File: config.mk
export PLATFORM = sky130hd
export DESIGN_NAME = game_controller
export DESIGN_NICKNAME = d
export VERILOG_FILES = /design/src/rtl/game_controller.sv
export SDC_FILE = /design/constraint.sdc
export NUM_CORES = 1
export LEC_CHECK = 0
export ABC_AREA = 1
export CORE_MARGIN = 8
export CORE_UTILIZATION = 40
export CTS_CLUSTER_DIAMETER = 40
export DETAILED_ROUTE_END_ITERATION = 16
export HOLD_SLACK_MARGIN = 0.08
export MAX_ROUTING_LAYER = met4
export PLACE_DENSITY = 0.66
export RECOVER_POWER = 100
export SLEW_MARGIN = 0
export SYNTH_ARGS = -nofsm -noshare
export SYNTH_HDL_FRONTEND = slang
export SYNTH_SLANG_ARGS = --single-unit
File: constraint.sdc
create_clock -name Clk -period 2.6 [get_ports Clk]
set_input_delay 0.26 -clock Clk [delete_from_list [all_inputs] [get_ports Clk]]
set_output_delay 0.26 -clock Clk [all_outputs]
set_load 0.005 [all_outputs]
File: src/rtl/game_controller.sv
// game_controller: two-player code-guess sequencer; Clk/Reset/Start/Enter/Switches in, Phase/Attempt_Valid/Attempt_State/Attempts_Left/Display/Game_Won/Game_Lost/Hint_Higher/Hint_Lower out; define GAME_HINT_EN to build the hint compare
module game_controller #(
  parameter int CODE_WIDTH   = 3,
  parameter int MAX_ATTEMPTS = 5
) (
  input  logic                  Clk,
  input  logic                  Reset,
  input  logic                  Start,
  input  logic                  Enter,
  input  logic [CODE_WIDTH-1:0] Switches,
  output logic [2:0]            Phase,
  output logic                  Attempt_Valid,
  output logic                  Attempt_State,
  output logic [3:0]            Attempts_Left,
  output logic [7:0]            Display,
  output logic                  Game_Won,
  output logic                  Game_Lost,
  output logic                  Hint_Higher,
  output logic                  Hint_Lower
);
  typedef enum logic [2:0] {IDLE, SET_SECRET, WAIT_GUESS, CHECK, WON, LOST} state_t;
  localparam logic [3:0] MAX = 4'(MAX_ATTEMPTS);
  state_t state, state_nxt;
  logic start_old, enter_old, start_rise, enter_rise, match;
  logic [CODE_WIDTH-1:0] secret, guess, secret_nxt, guess_nxt;
  logic [3:0] left_nxt;
  logic valid_nxt, astate_nxt, won_nxt, lost_nxt;
  assign start_rise = Start & ~start_old;
  assign enter_rise = Enter & ~enter_old;
  assign match = guess == secret;
  assign Phase = state;
  function automatic logic [7:0] seg(input logic [3:0] d);
    case (d)
      4'd0: seg = 8'hC0;
      4'd1: seg = 8'hF9;
      4'd2: seg = 8'hA4;
      4'd3: seg = 8'hB0;
      4'd4: seg = 8'h99;
      4'd5: seg = 8'h92;
      4'd6: seg = 8'h82;
      4'd7: seg = 8'hF8;
      4'd8: seg = 8'h80;
      4'd9: seg = 8'h90;
      default: seg = 8'hFF;
    endcase
  endfunction
  always_comb begin
    state_nxt = state;
    secret_nxt = secret;
    guess_nxt = guess;
    left_nxt = Attempts_Left;
    valid_nxt = 1'b0;
    astate_nxt = Attempt_State;
    won_nxt = Game_Won;
    lost_nxt = Game_Lost;
    case (state)
      IDLE: if (start_rise) begin
        state_nxt = SET_SECRET;
        left_nxt = MAX;
      end
      SET_SECRET: if (enter_rise) begin
        secret_nxt = Switches;
        state_nxt = WAIT_GUESS;
      end
      WAIT_GUESS: if (enter_rise) begin
        guess_nxt = Switches;
        state_nxt = CHECK;
      end
      CHECK: begin
        valid_nxt = 1'b1;
        astate_nxt = match;
        if (match) begin
          won_nxt = 1'b1;
          state_nxt = WON;
        end else begin
          left_nxt = Attempts_Left - 4'd1;
          lost_nxt = left_nxt == 4'd0;
          state_nxt = lost_nxt ? LOST : WAIT_GUESS;
        end
      end
      WON, LOST: if (start_rise) begin
        state_nxt = SET_SECRET;
        left_nxt = MAX;
        won_nxt = 1'b0;
        lost_nxt = 1'b0;
      end
      default: state_nxt = IDLE;
    endcase
  end
  always_ff @(posedge Clk) begin
    if (Reset) begin
      state <= IDLE;
      start_old <= 1'b1;
      enter_old <= 1'b1;
      secret <= '0;
      guess <= '0;
      Attempts_Left <= 4'd0;
      Attempt_Valid <= 1'b0;
      Attempt_State <= 1'b0;
      Game_Won <= 1'b0;
      Game_Lost <= 1'b0;
      Display <= 8'hFF;
    end else begin
      state <= state_nxt;
      start_old <= Start;
      enter_old <= Enter;
      secret <= secret_nxt;
      guess <= guess_nxt;
      Attempts_Left <= left_nxt;
      Attempt_Valid <= valid_nxt;
      Attempt_State <= astate_nxt;
      Game_Won <= won_nxt;
      Game_Lost <= lost_nxt;
      Display <= state == IDLE ? 8'hFF : seg(Attempts_Left);
    end
  end
`ifdef GAME_HINT_EN
  logic restart;
  assign restart = start_rise & (state == WON || state == LOST);
  always_ff @(posedge Clk) begin
    if (Reset || restart) begin
      Hint_Higher <= 1'b0;
      Hint_Lower <= 1'b0;
    end else if (state == CHECK) begin
      Hint_Higher <= ~match & (secret > guess);
      Hint_Lower <= ~match & (secret < guess);
    end
  end
`else
  assign Hint_Higher = 1'b0;
  assign Hint_Lower = 1'b0;
`endif
endmodule

# Word-level counts from Yosys, hierarchy flattened
# Memories as Yosys holds them, arrays and structs flattened. A register that Yosys moved wholly into a read port is not among the register bits.
# Cells that the tools add are included.
# W data, S select, Z words.
[totals]
reg_bits = 27
out_inout_bits = 21
in_bits = 7
n_memories = 1
mem_bits_ro = 112
elab_cells = 57
[mem_list]
columns = ["memory", "depth", "word_bits", "read_ports", "rd_clocked_by_memory_dff", "wr", "line", "rtl"]
rows = [
  ["(name not given)", 16, 7, 1, 1, 0, "33", "case (d)"],
]
[classes]
eq_ne = 12
n_bitwise = 4
n_reduce_logical = 13
muxes = 15
addsub = 1
[op_table]
columns = ["op", "count"]
rows = [
  ["$mux W3", 5],
  ["$pmux W3 S4", 1],
  ["$reduce_and A3 Y1", 4],
  ["$ne A2 B2 Y1 const B", 5],
  ["$mux W4", 2],
  ["$pmux W4 S2", 1],
  ["$eq A3 B2 Y1 const B", 2],
  ["$eq A3 B3 Y1 const B", 2],
  ["$logic_not A4 Y1", 1],
  ["$mux W1", 4],
  ["$pmux W1 S2", 2],
  ["$reduce_and A2 Y1", 2],
  ["$reduce_bool A2 Y1", 2],
  ["$reduce_or A2 Y1", 2],
  ["$sub A4 B1 Y4 const B", 1],
  ["$eq A3 B1 Y1 const B", 1],
  ["$eq A3 B3 Y1", 1],
  ["$logic_not A3 Y1", 1],
  ["$reduce_or A3 Y1", 1],
  ["$and A1 B1 Y1", 2],
  ["$ne A2 B1 Y1 const B", 1],
  ["$not A1 Y1", 2],
]

# Depth between registers and ports, before layout
# Gate-level depths: netlist (run 1).
[logic_depth]
depth_word = 5
ltp_mapped = 9
mapped_depth_nobuf = 9

# Worst setup path before layout (run 1)
# OpenSTA, ideal clock, no wires.
[synth_timing]
path_kind = "register to register"
start = "reg Attempts_Left[0]"
end = "reg Game_Lost"
path_buffers = 0
arrival_time_ns = 1.554
stages_incl_launch_ff = 8
setup_time_ns = 0.066
path_slack_ns = 0.980
required_time_ns = 2.534
period_less_slack_ns = 1.620
path_cell_list = "dfxtp_1 > inv_1 > ha_1 > ha_1 > nand2_1 > nand3b_1 > or2_1 > a21oi_2"
[synth_via]
elab_chain_len = 4
[synth_lines]
columns = ["item", "line", "rtl"]
rows = [
  ["start, declared", "14", "output logic [3:0] Attempts_Left,"],
  ["start signal, assigned", "109", "Attempts_Left <= left_nxt;"],
  ["$sub A4 B1 Y4", "76", "left_nxt = Attempts_Left - 4'd1;"],
  ["$logic_not A4 Y1", "77", "lost_nxt = left_nxt == 4'd0;"],
  ["$mux W1", "72", "if (match) begin"],
  ["$pmux W1 S2", "56", "case (state)"],
  ["end signal, assigned", "113", "Game_Lost <= lost_nxt;"],
  ["end, declared", "17", "output logic Game_Lost,"],
]
# Every way passes these cells. The select of a mux whose other input is x is not followed.
# A chain may end at the register's enable or synchronous reset.

# Worst setup path in the final report (run 1)
[layout_timing]
start = "reg Attempts_Left[0]"
end = "reg state[0], in the netlist Phase[0]"
[layout_via]
elab_chain_len = 5
[layout_lines]
columns = ["item", "line", "rtl"]
rows = [
  ["$sub A4 B1 Y4", "76", ""],
  ["$logic_not A4 Y1", "77", ""],
  ["$mux W3", "78", "state_nxt = lost_nxt ? LOST : WAIT_GUESS;"],
  ["$mux W3", "72", ""],
  ["$pmux W3 S4", "56", ""],
  ["end signal, assigned", "104", "state <= state_nxt;"],
  ["end, declared", "23", "state_t state, state_nxt;"],
]
# Every way passes these cells.

==> flow_summary.json, run 1 <==
{
  "status": "complete, no violations",
  "avgSynthCellArea_sq_um": 7.72,
  "setup_tns_ps": 0,
  "crit_family": "adder cells",
  "clockBufferDepth": 2,
  "gp_congestion": 0.853,
  "cp-end-kind": "flip-flop",
  "placementRows": 20,
  "async_reset_ff_share_pct": 0,
  "r2r_end": "Phase[0]",
  "die_w_microns": 70.7,
  "diodes": 0,
  "grt_antenna_before_repair": 0,
  "worstHoldPathCells": 3,
  "power_density_nw_per_um2": 628,
  "yosys_warnings": 0,
  "stdcell_count": 212,
  "setup_ws_ps": 826,
  "hpwl_microns": 1900,
  "htree_levels": 1,
  "grt_max_degree": 15,
  "grt_usage_pct": 10.8,
  "first_pass_iters": 4,
  "grt-ovfl-total": 0,
  "critPathKind": "flip-flop to flip-flop",
  "routed-wl-met3_microns": 92,
  "ant_nets": 0,
  "final_common_cell": "nand2_1",
  "regArea_sq_um": 520,
  "ff2ff_setup_slack_ps": 830,
  "clock-sinks": 26,
  "hold_viol": 0,
  "coreArea_sq_um": 2950,
  "reg2regPathDepth": 8,
  "die_y_microns": 70.7,
  "ys_seq_area_share_pct": 43.5,
  "vias_per_cell": 4.88,
  "area_growth_pct": 22.2,
  "rsz0062_at_grt": "no",
  "clock.fmax_mhz": 564,
  "fin_nets": 192,
  "crit_chain": "inv_1 > ha_1 > ha_1 > nand2_1 > nand3b_1 > o21bai_1 > nand2_1 > a21oi_1",
  "mostFrequentLayoutCells": "nand2_1 (27), dfxtp_1 (26), inv_1 (21)",
  "required_ps": 2860,
  "syn_inst": 155,
  "drt_iter0_drc": 30,
  "min_delay_worst_endpoint": "start_old",
  "wl_met1_microns": 1090,
  "cts_buffers": 3,
  "slew_violations": 0,
  "r2r_start": "Attempts_Left[0]",
  "hold_slack_ps": 475,
  "ys_ff_latch": 26,
  "ir_worst_vdd_uv": 246,
  "start_util_pct": 40.5,
  "drive_gt1_share_pct": 6.70,
  "grt_pass1_wl_microns": 4310,
  "ioPinCount": 28,
  "max_stage_delay_ps": 400,
  "placed_area_sq_um": 1450,
  "holdBufCountCts": 0,
  "finalSetupViolCount": 0,
  "crit_buf_inv": 1,
  "final_area_sq_um": 1460,
  "multiInputGateArea_sq_um": 536,
  "cp.depth": 8,
  "hold_path_class": "primary input to flip-flop",
  "routed_wl_microns": 2430,
  "syn_area_sq_um": 1200,
  "critPathLaunchType": "flip-flop",
  "vias": 1035,
  "critPathSlowestCell": "dfxtp_1",
  "dr_wl_met2_microns": 1200,
  "routed.top_layer": "met4",
  "clk_pin_slew_ps": 130,
  "drv_cap": 0,
  "finalCriticalPeriod_ps": 1770,
  "ys_types": 29,
  "fin_crit_sh_pct": 68.2,
  "placedCellCount": 208,
  "clock_latency_ps": 320,
  "post-cts-setup-buffer-count": 0,
  "grt_pass1_vias": 994,
  "post-place-ws_ps": 869,
  "crit_fanout": 7,
  "die-area_sq_um": 5000,
  "avgRoutedWirePerCell_microns": 11.5,
  "cts_resized": 0,
  "p_leak_nw": 0.620,
  "cts-root-buf": "clkbuf_4",
  "port-buffer-count": 24,
  "fin_skew_ps": 3.86,
  "cts_tree": "yes",
  "synth_edf_count": 0,
  "drc": 0,
  "arrival_ps": 2030,
  "synth_flop_cell": "dfxtp_1",
  "worstHoldStart": "Start",
  "fill_cells": 299
}
-- metrics by stage --
stage               utilization, %  total power, mW
floorplan                        -            0.649
global placement              49.1            0.760
detailed placement            49.1            0.765
CTS                           50.3            0.967
global route                  49.5            0.985
finish                        49.5            0.918
-- cell usage after synthesis (2+ instances only) --
cell | number | area [sq um]
buf_4 | 3 | 22.5
inv_1 | 20 | 75.1
conb_1 | 2 | 7.51
buf_2 | 2 | 10.0
a31oi_1 | 4 | 25.0
dfxtp_1 | 26 | 521
o21ai_0 | 14 | 70.1
nand3_1 | 9 | 45.0
nor2_2 | 2 | 12.5
or2_2 | 2 | 12.5
nor2_1 | 11 | 41.3
or2_1 | 2 | 12.5
nor2_4 | 2 | 22.5
nand2_1 | 26 | 97.6
o31ai_1 | 2 | 15.0
a21oi_1 | 9 | 45.0
inv_2 | 2 | 7.51
a21oi_2 | 2 | 17.5
ha_1 | 5 | 62.6
-- tightest hold or removal path, delay by kind of cell --
kind | cells | cell delay, ps
buffers and inverters | 2 | 450
and+or+nand+nor | 1 | 40
-- final cells by class --
type / instances / area share, %
Timing Repair Buffer: 24 / 16.4
Clock buffer: 4 / 2.48
Sequential cell: 26 / 35.6
Tap cell: 33 / 2.83
Multi-Input combinational cell: 102 / 36.6
Inverter: 23 / 5.99
-- per-layer routing --
layer  GRT usage, %  vias to the layer above
li1               -                      539
met1           11.3                      472
met2           18.5                       20
met3           2.26                        4
met4           6.24                        0
met5              -                        -
-- power by group --
part           total (mW)  switching (mW)  leakage (nW)  internal [mW]
Clock               0.199           0.114        0.0210         0.0856
Combinational       0.257           0.138         0.387          0.119
Sequential          0.462          0.0194         0.211          0.442
Total               0.918           0.272         0.620          0.647
-- flip-flops by register name (all words and copies together), names as in the netlist --
signal / count
Display: 7
Attempt_State: 1
Game_Lost: 1
Phase: 3
Attempts_Left: 4
start_old: 1
Game_Won: 1
secret: 3
Attempt_Valid: 1
guess: 3
enter_old: 1
-- kinds of logic after synthesis --
| logic type | synth area share (%) |
|---|---|
| other cells | 0.628 |
| buf+inv | 10.1 |
| fa+ha+maj | 5.23 |
| xor+xnor | 0.732 |
| simple gates | 22.5 |
| compound gates | 17.3 |
| flops | 43.5 |
-- how the worst max path moves through the flow --
stage / from / endpoint / slack, ps
after global routing: Phase[0] / Phase[0] / 620
after floorplan: Attempts_Left[0] / Game_Lost / 980
final: Attempts_Left[0] / Phase[0] / 830
after CTS: Attempts_Left[1] / Phase[0] / 820
after detailed placement: Attempts_Left[1] / Phase[0] / 870
after global placement: Attempts_Left[0] / Phase[0] / 910
Note: power is estimated with default switching activity, not from simulation.
==> run 2, diff against run 1 <==
==> constraint.sdc (replaced) <==
create_clock -name Clk -period 1.7 [get_ports Clk]
set_input_delay 0.17 -clock Clk [delete_from_list [all_inputs] [get_ports Clk]]
set_output_delay 0.17 -clock Clk [all_outputs]
set_load 0.005 [all_outputs]
==> run 2 against run 1 <==
Effect of this change:
- non-clock buffer count grew 4
- core utilization grew 1.8 points
- flip-flop and latch count stayed put
- die area unchanged
- final cell count grew 1.9%
- first-iteration DRC count increased by 43%
- sequential share of layout area fell by 1.2 points
- via count increased by 0.87%
- worst setup slack got worse by 710 ps
- largest cell class unchanged
- largest power group unchanged
==> flow_summary.json, run 2 (same netlist as run 1, synthesis figures left out) <==
{
  "status": "complete, no violations",
  "top_usage_layer": "met2",
  "p_leak_nw": 0.643,
  "internal_power_mw": 1.11,
  "vias_per_cell": 4.83,
  "grt-ovfl-total": 0,
  "grt_max_degree": 16,
  "finalSetupViolCount": 0,
  "clock.fmax_mhz": 631,
  "die_y_microns": 70.7,
  "p_seq_share_pct": 45.4,
  "hold_path_class": "primary input to flip-flop",
  "clock_latency_ps": 320,
  "hpwl_microns": 1980,
  "top_regs": "Display: 7 flops, Attempts_Left: 4 flops",
  "use_met1_pct": 10.7,
  "port-buffer-count": 24,
  "gp_congestion": 0.840,
  "cts_buffers": 3,
  "largest_reg_flops": 7,
  "cts-root-buf": "clkbuf_4",
  "regMostFlops": "Display",
  "avgRoutedWirePerCell_microns": 11.3,
  "arrival_ps": 1860,
  "mostFrequentLayoutCells": "nand2_1 (27), dfxtp_1 (25), inv_1 (21)",
  "critPathKind": "flip-flop to flip-flop",
  "die-area_sq_um": 5000,
  "drive_gt1_share_pct": 9.29,
  "ioPinCount": 28,
  "setup_tns_ps": 0,
  "clk_pin_slew_ps": 140,
  "switching_share_pct": 28.4,
  "required_ps": 1970,
  "grt_pass1_vias": 1048,
  "fin_skew_ps": 1.74,
  "p_switching_uw": 439,
  "area_growth_pct": 26.6,
  "coreArea_sq_um": 2950,
  "rsz0062_at_grt": "no",
  "ant_nets": 0,
  "clockBufferDepth": 2,
  "power_density_nw_per_um2": 1020,
  "crit_fanout": 4,
  "ir_worst_vdd_uv": 342,
  "final_common_cell": "nand2_1",
  "grt_pass1_wl_microns": 4220,
  "holdBufCountCts": 0,
  "cts_tree": "yes",
  "vias": 1044,
  "first_pass_iters": 4,
  "gr-usage-met3_pct": 2.26,
  "drv_cap": 0,
  "p_clk_share_pct": 27.6,
  "met2_usage_pct": 18.6,
  "fin_crit_sh_pct": 93.2,
  "finalCriticalPeriod_ps": 1580,
  "pwr-share-comb_pct": 27.0,
  "cp-end-kind": "flip-flop",
  "die_w_microns": 70.7,
  "fin_nets": 196,
  "htree_levels": 1,
  "ff2ff_setup_slack_ps": 120,
  "hold_slack_ps": 373,
  "drt_iter0_drc": 43,
  "start_util_pct": 40.5,
  "grt_antenna_before_repair": 0,
  "critPathLaunchType": "flip-flop",
  "fin_util_pct": 51.3,
  "routed_wl_microns": 2450,
  "slew_violations": 0,
  "hold_viol": 0,
  "grt_usage_pct": 10.5,
  "diodes": 0,
  "post-cts-setup-buffer-count": 0,
  "clock-sinks": 26,
  "drc": 0,
  "placementRows": 20,
  "total_power_mw": 1.55
}
## run 2: path summary, 6_finish.rpt
| kind | cells past startpoint | from | endpoint |
|---|---|---|---|
| setup / recovery | 7 | Attempts_Left[0] | Game_Lost |
| hold / removal | 3 | Enter | enter_old |
| setup reg to reg | 7 | Attempts_Left[0] | Game_Lost |
| hold reg to reg | 2 | secret[1] | secret[1] |
## run 2: power by group through the flow
| stage | Sequential [mW] | Combinational, mW | Clock [mW] |
|---|---|---|---|
| after floorplan | 0.728 | 0.264 | 0 |
| after global placement | 0.720 | 0.452 | 0 |
| after detailed placement | 0.722 | 0.458 | 0 |
| after CTS | 0.708 | 0.460 | 0.437 |
| after global routing | 0.712 | 0.474 | 0.467 |
| final | 0.702 | 0.418 | 0.426 |
## run 2: per-layer routing
layer	wire (microns)	share of wire (%)
met2	1200	49
met5	0	0
met1	1100	45
met4	44	1.8
met3	103	4.2
## run 2: critical path: stages, from the launching register on
cell      delay (ps)
dfxtp_1          360
inv_1             50
ha_1             220
ha_1             290
nand2_1           40
nand3b_1         200
or2_0            260
a21oi_2          110
## run 2: repair_timing
action | CTS | global route
endpoints found under the hold margin | 0 | 0
gates resized for setup | 0 | 1
setup endpoints to repair | 0 | 1
## run 2: layout make-up
class / instances / area (sq um)
Fill cell: 299 / 1440
Clock inverter: 1 / 30.0
Inverter: 23 / 88.8
Tap cell: 33 / 41.3
Clock buffer: 3 / 22.5
Multi-Input combinational cell: 102 / 543
Sequential cell: 26 / 522
Timing Repair Buffer: 28 / 267
## run 2: per-stage QoR
stage / instance area, sq um / instances / setup WS (ps)
finish: 1510 / 216 / 116
global route: 1510 / 216 / 20.0
CTS: 1530 / 216 / 99.7
detailed placement: 1480 / 212 / 133
global placement: 1480 / 212 / 159
floorplan: 1200 / 156 / 79.6
==> RTL change 1, RTL diff (flow settings as in run 2) <==
Remove the register `Display`: a continuous assignment takes its place, so the output `Display` follows one clock earlier.
--- a/src/rtl/game_controller.sv
+++ b/src/rtl/game_controller.sv
@@ -99,7 +99,6 @@
       Attempt_State <= 1'b0;
       Game_Won <= 1'b0;
       Game_Lost <= 1'b0;
-      Display <= 8'hFF;
     end else begin
       state <= state_nxt;
       start_old <= Start;
@@ -111,9 +110,10 @@
       Attempt_State <= astate_nxt;
       Game_Won <= won_nxt;
       Game_Lost <= lost_nxt;
-      Display <= state == IDLE ? 8'hFF : seg(Attempts_Left);
     end
   end
+
+  assign Display = state == IDLE ? 8'hFF : seg(Attempts_Left);
 `ifdef GAME_HINT_EN
   logic restart;
   assign restart = start_rise & (state == WON || state == LOST);
Check against the original RTL: not equivalent (Yosys sat finds a counterexample within 4 cycles, from zero or initial values and one cycle with Reset high).
==> RTL change 1 against run 2 <==
  * The run now ends with negative setup slack left
  * Design area up 43%
  * Area after synthesis increased by 23%
  * Routed wire length rose by 36%
  * Global-route usage rose by 0.77 points
  * Worst setup slack worse by 130 ps
  * Sequential cell count did not move
  * Largest cell class unchanged
  * Highest routed layer unchanged
Power is not compared: it rests on default switching activity, and its combinational part moved more than twofold at a synthesized area within 25%.
==> RTL change 1: results (changes against run 2) <==
- Status: complete, but fails checks
- Violated checks: negative setup slack
- Placed Cells: 285 (+34%)
- Final setup violation count: 1 (+1)
- Worst reg2reg path depth: 11 (+4)
- CTS-repair resized insts: 8 (+8)
- Buffers, non-clock: 57 (+100%)
- CP top delay family: simple AND/OR/NAND/NOR gates
- HPWL after DPL: 2460 microns (+25%)
- R2r startpoint: Attempts_Left[0]
- CTS root buf: clkbuf_8
- Commonest cells post-synth: nand2_1 (40), inv_1 (33), dfxtp_1 (26)
- Share of cells above drive strength 1: 0.345 (+0.252)
- Initial drt markers: 51 (+19%)
- Setup ws final: -14.9 ps (-131 ps)
- Worst slack, placed: -99.3 ps (-232 ps)
- Nets: 267 (+36%)
- Routed vias: 1336 (+28%)
- Multi-input combinational area share: 0.396 (+0.0376)
- Count of multi-input gates: 126 (+24%)
- Clk_skew: 4.23 ps (+2.49 ps)
- FF+latch count: 26 (unchanged)
- Filler cells: 319 (+6.7%)
- DR vias/cell: 4.45 (-7.9%)
- Placed Area: 1930 sq um (+31%)
- Max stage delay on crit path: 340 ps (-20 ps)
- Post-CTS setup repair buffer count: 2 (+2)
- Cells after synthesis: 195 (+26%)
- Main area contributors after synthesis: dfxtp_1 (35%), nand2_1 (10%), inv_1 (8.4%)
- Clock buf/inv share: 0.0254 (-0.00929)
- Setup TNS: -14.9 ps (-14.9 ps)
- DR WL/cell: 11.1 microns (-2.2%)
RTL change 1: cell count changes after synthesis, sizes merged, moves of 2 or more:
cell and change:
a21oi -3, a31oi -4, ha +2, inv +16, nand2 +19, nand3 +15, nand4 +6, nor2 -2
o21ai -7, xor2 +2
RTL change 1: worst min-delay path by stage:
stage	endpoint	slack, ps	cells after the start
floorplan	start_old	270	1
global placement	secret[2]	460	2
finish	enter_old	450	3
CTS	enter_old	440	3
global route	enter_old	480	3
detailed placement	Game_Won	460	2
RTL change 1: kinds of logic (layout without fill, tap and decap cells):
kind of cell,after synthesis,count (layout),synth area share
simple gates,94,94,0.363
buf+inv,44,100,0.124
flops,26,26,0.353
compound gates,19,19,0.0722
fa+ha+maj,7,7,0.0595
xor+xnor,3,3,0.0229
other cells,2,3,0.00510
RTL change 1: per-layer routing:
layer,vias up,part of all wire,global-route usage
li1,714,-,-
met1,593,0.49,0.147
met2,22,0.45,0.160
met3,7,0.048,0.0338
met4,0,0.015,0.0385
met5,-,0,-
==> RTL change 2, RTL diff (config.mk and constraints of run 2) <==
Without the edit above. The parameter `CODE_WIDTH` goes from 3 to 6.
--- a/src/rtl/game_controller.sv
+++ b/src/rtl/game_controller.sv
@@ -1,6 +1,6 @@
 // game_controller: two-player code-guess sequencer; Clk/Reset/Start/Enter/Switches in, Phase/Attempt_Valid/Attempt_State/Attempts_Left/Display/Game_Won/Game_Lost/Hint_Higher/Hint_Lower out; define GAME_HINT_EN to build the hint compare
 module game_controller #(
-  parameter int CODE_WIDTH   = 3,
+  parameter int CODE_WIDTH   = 6,
   parameter int MAX_ATTEMPTS = 5
 ) (
   input  logic                  Clk,
Ports: changed (resized Switches); port bits go from 28 to 31. The function was not compared with the original's and may differ.
==> RTL change 2 against run 2 <==
  * Maximum frequency hardly changed
  * Area after synthesis increased by 26%
  * Worst setup slack improved by 0.65 ps
  * Via count up 28%
  * Hold slack gained 58 ps
  * Power grew 24%
  * Sequential cell count increased by 6
  * Sequential share of layout area is 0.89 points lower
  * Critical path depth fell by 5
  * Sequential power is 24% higher
  * Routed wire length is 26% higher
  * Design area rose by 27%
  * Critical path type is now register to output pin
  * Largest cell class unchanged
  * Highest routed layer unchanged
==> RTL change 2: results (changes against run 2) <==
- DR pass1 iterations: 4 (unchanged)
- Main area contributors after synthesis: dfxtp_1 (42%), nand2_1 (12%), inv_1 (5.5%)
- Commonest cells post-synth: nand2_1 (49), dfxtp_1 (32), inv_1 (22)
- Post-CTS setup repair buffer count: 0 (unchanged)
- Synth cell types: 32 (+10%)
- Max stage delay on crit path: 560 ps (+200 ps)
- Worst slack, placed: 108 ps (-25.0 ps)
- Worst-skew pair later-pin latency: 270 ps (-50 ps)
- Filler cells: 362 (+21%)
- Initial drt markers: 80 (+86%)
- Routed wire length: 3070 microns (+26%)
- Multi-input logic area: 712 sq um (+31%)
- Hold Path Class: primary input to register
- Pin count of the biggest net entering global routing: 19 (+3)
- Worst vdd ir: 0.000538 V (+57%)
- GPL Wtd Cong: 0.849 (+1.1%)
- H-tree Lvls: 2 (+1)
- Seq/Total Area, Yosys: 0.424 (-0.0110)
- Status: complete, no violations
- Top_reg_cell synth: dfxtp_1
- Placed Cells: 277 (+31%)
- Yosys synthesis warning count: 0 (unchanged)
- Max Fanout on Critical Path: 9 (+5)
- Vias in the first global route: 1269 (+21%)
- First-pass GRT wire length: 5500 microns (+30%)
- Clk_skew: 1.53 ps (-0.206 ps)
- Share of cells above drive strength 1: 0.140 (+0.0469)
- DR vias/cell: 4.69 (-2.9%)
- Async SR Flop Fraction: 0 (unchanged)
- HPWL after DPL: 2380 microns (+20%)
- Critical path's slowest cell: clkdlybuf4s50_1
- ANT cells: 0 (unchanged)
- CTS root buf: clkbuf_8
- CTS-repair resized insts: 0 (unchanged)
- Clock transition at path regs: 60 ps (-80 ps)
- TritonCTS Buffers: 5 (+2)
- Leak pwr: 0.000784 uW (+22%)
- Placed Area: 1840 sq um (+24%)
- Largest registers: Display: 7 flops, guess: 6 flops, secret: 6 flops
- Initial antenna violation count: 0 (unchanged)
- Mean Syn Cell Area: 7.44 sq um (-3.6%)
- DR WL/cell: 10.8 microns (-4.4%)
- CTS Buffer Depth: 2 (unchanged)
- CP top delay family: buffers and inverters
- Nets: 251 (+28%)
- Buffers on Ports: 27 (+13%)
- Total track usage: 0.114 (+0.00979)
[RTL change 2: cell count changes in the layout (fill, tap and decap cells not counted), moves of 3 or more]
cell             change
a21oi_1              +7
dfxtp_1              +5
clkdlybuf4s50_1      +3
a31oi_1              -3
clkbuf_8             +5
nand2_1             +23
inv_2                +5
clkbuf_4             -3
o21ai_1              +3
[RTL change 2: area by class of cell]
type / count / share of cell area
Inverter: 30 / 0.0594
Clock inverter: 1 / 0.00261
Clock buffer: 6 / 0.0379
Multi-Input combinational cell: 134 / 0.372
Timing Repair Buffer: 33 / 0.161
Tap cell: 48 / 0.0314
Sequential cell: 32 / 0.336
[RTL change 2: worst paths after layout]
check	from	to	slack, ps	cells past startpoint
worst max register to register	Attempts_Left[0]	Phase[0]	130	10
worst min register to register	guess[2]	guess[2]	460	2
worst min-delay path	Enter	enter_old	430	3
worst max-delay path	Attempts_Left[2]	Attempts_Left[2]	120	2
[RTL change 2: power breakdown]
group	total (uW)	switching [uW]	internal (uW)
Combinational	516	281	235
Sequential	869	42.2	826
Clock	532	255	278
[RTL change 2: worst min-delay path: stages]
cell and delay (ps):
clkdlybuf4s50_1 390, inv_1 60, nand2_1 40
[RTL change 2: metal layers]
metal  up-vias  share of wire  GRT usage
li1        701              -          -
met5         -              0          -
met4         0          0.020     0.0585
met1       593           0.45      0.123
met2        33           0.46      0.176
met3         6          0.064     0.0495
[RTL change 2: cell families (layout without fill, tap and decap cells)]
logic type / Yosys count / after routing / share of synthesized area
DFF: 32 / 32 / 0.424
other: 2 / 3 / 0.00497
AOI/OAI and AO/OA: 43 / 43 / 0.165
buffers and inverters: 38 / 70 / 0.112
and+or+nand+nor: 83 / 83 / 0.253
adders and majority gates: 5 / 5 / 0.0414
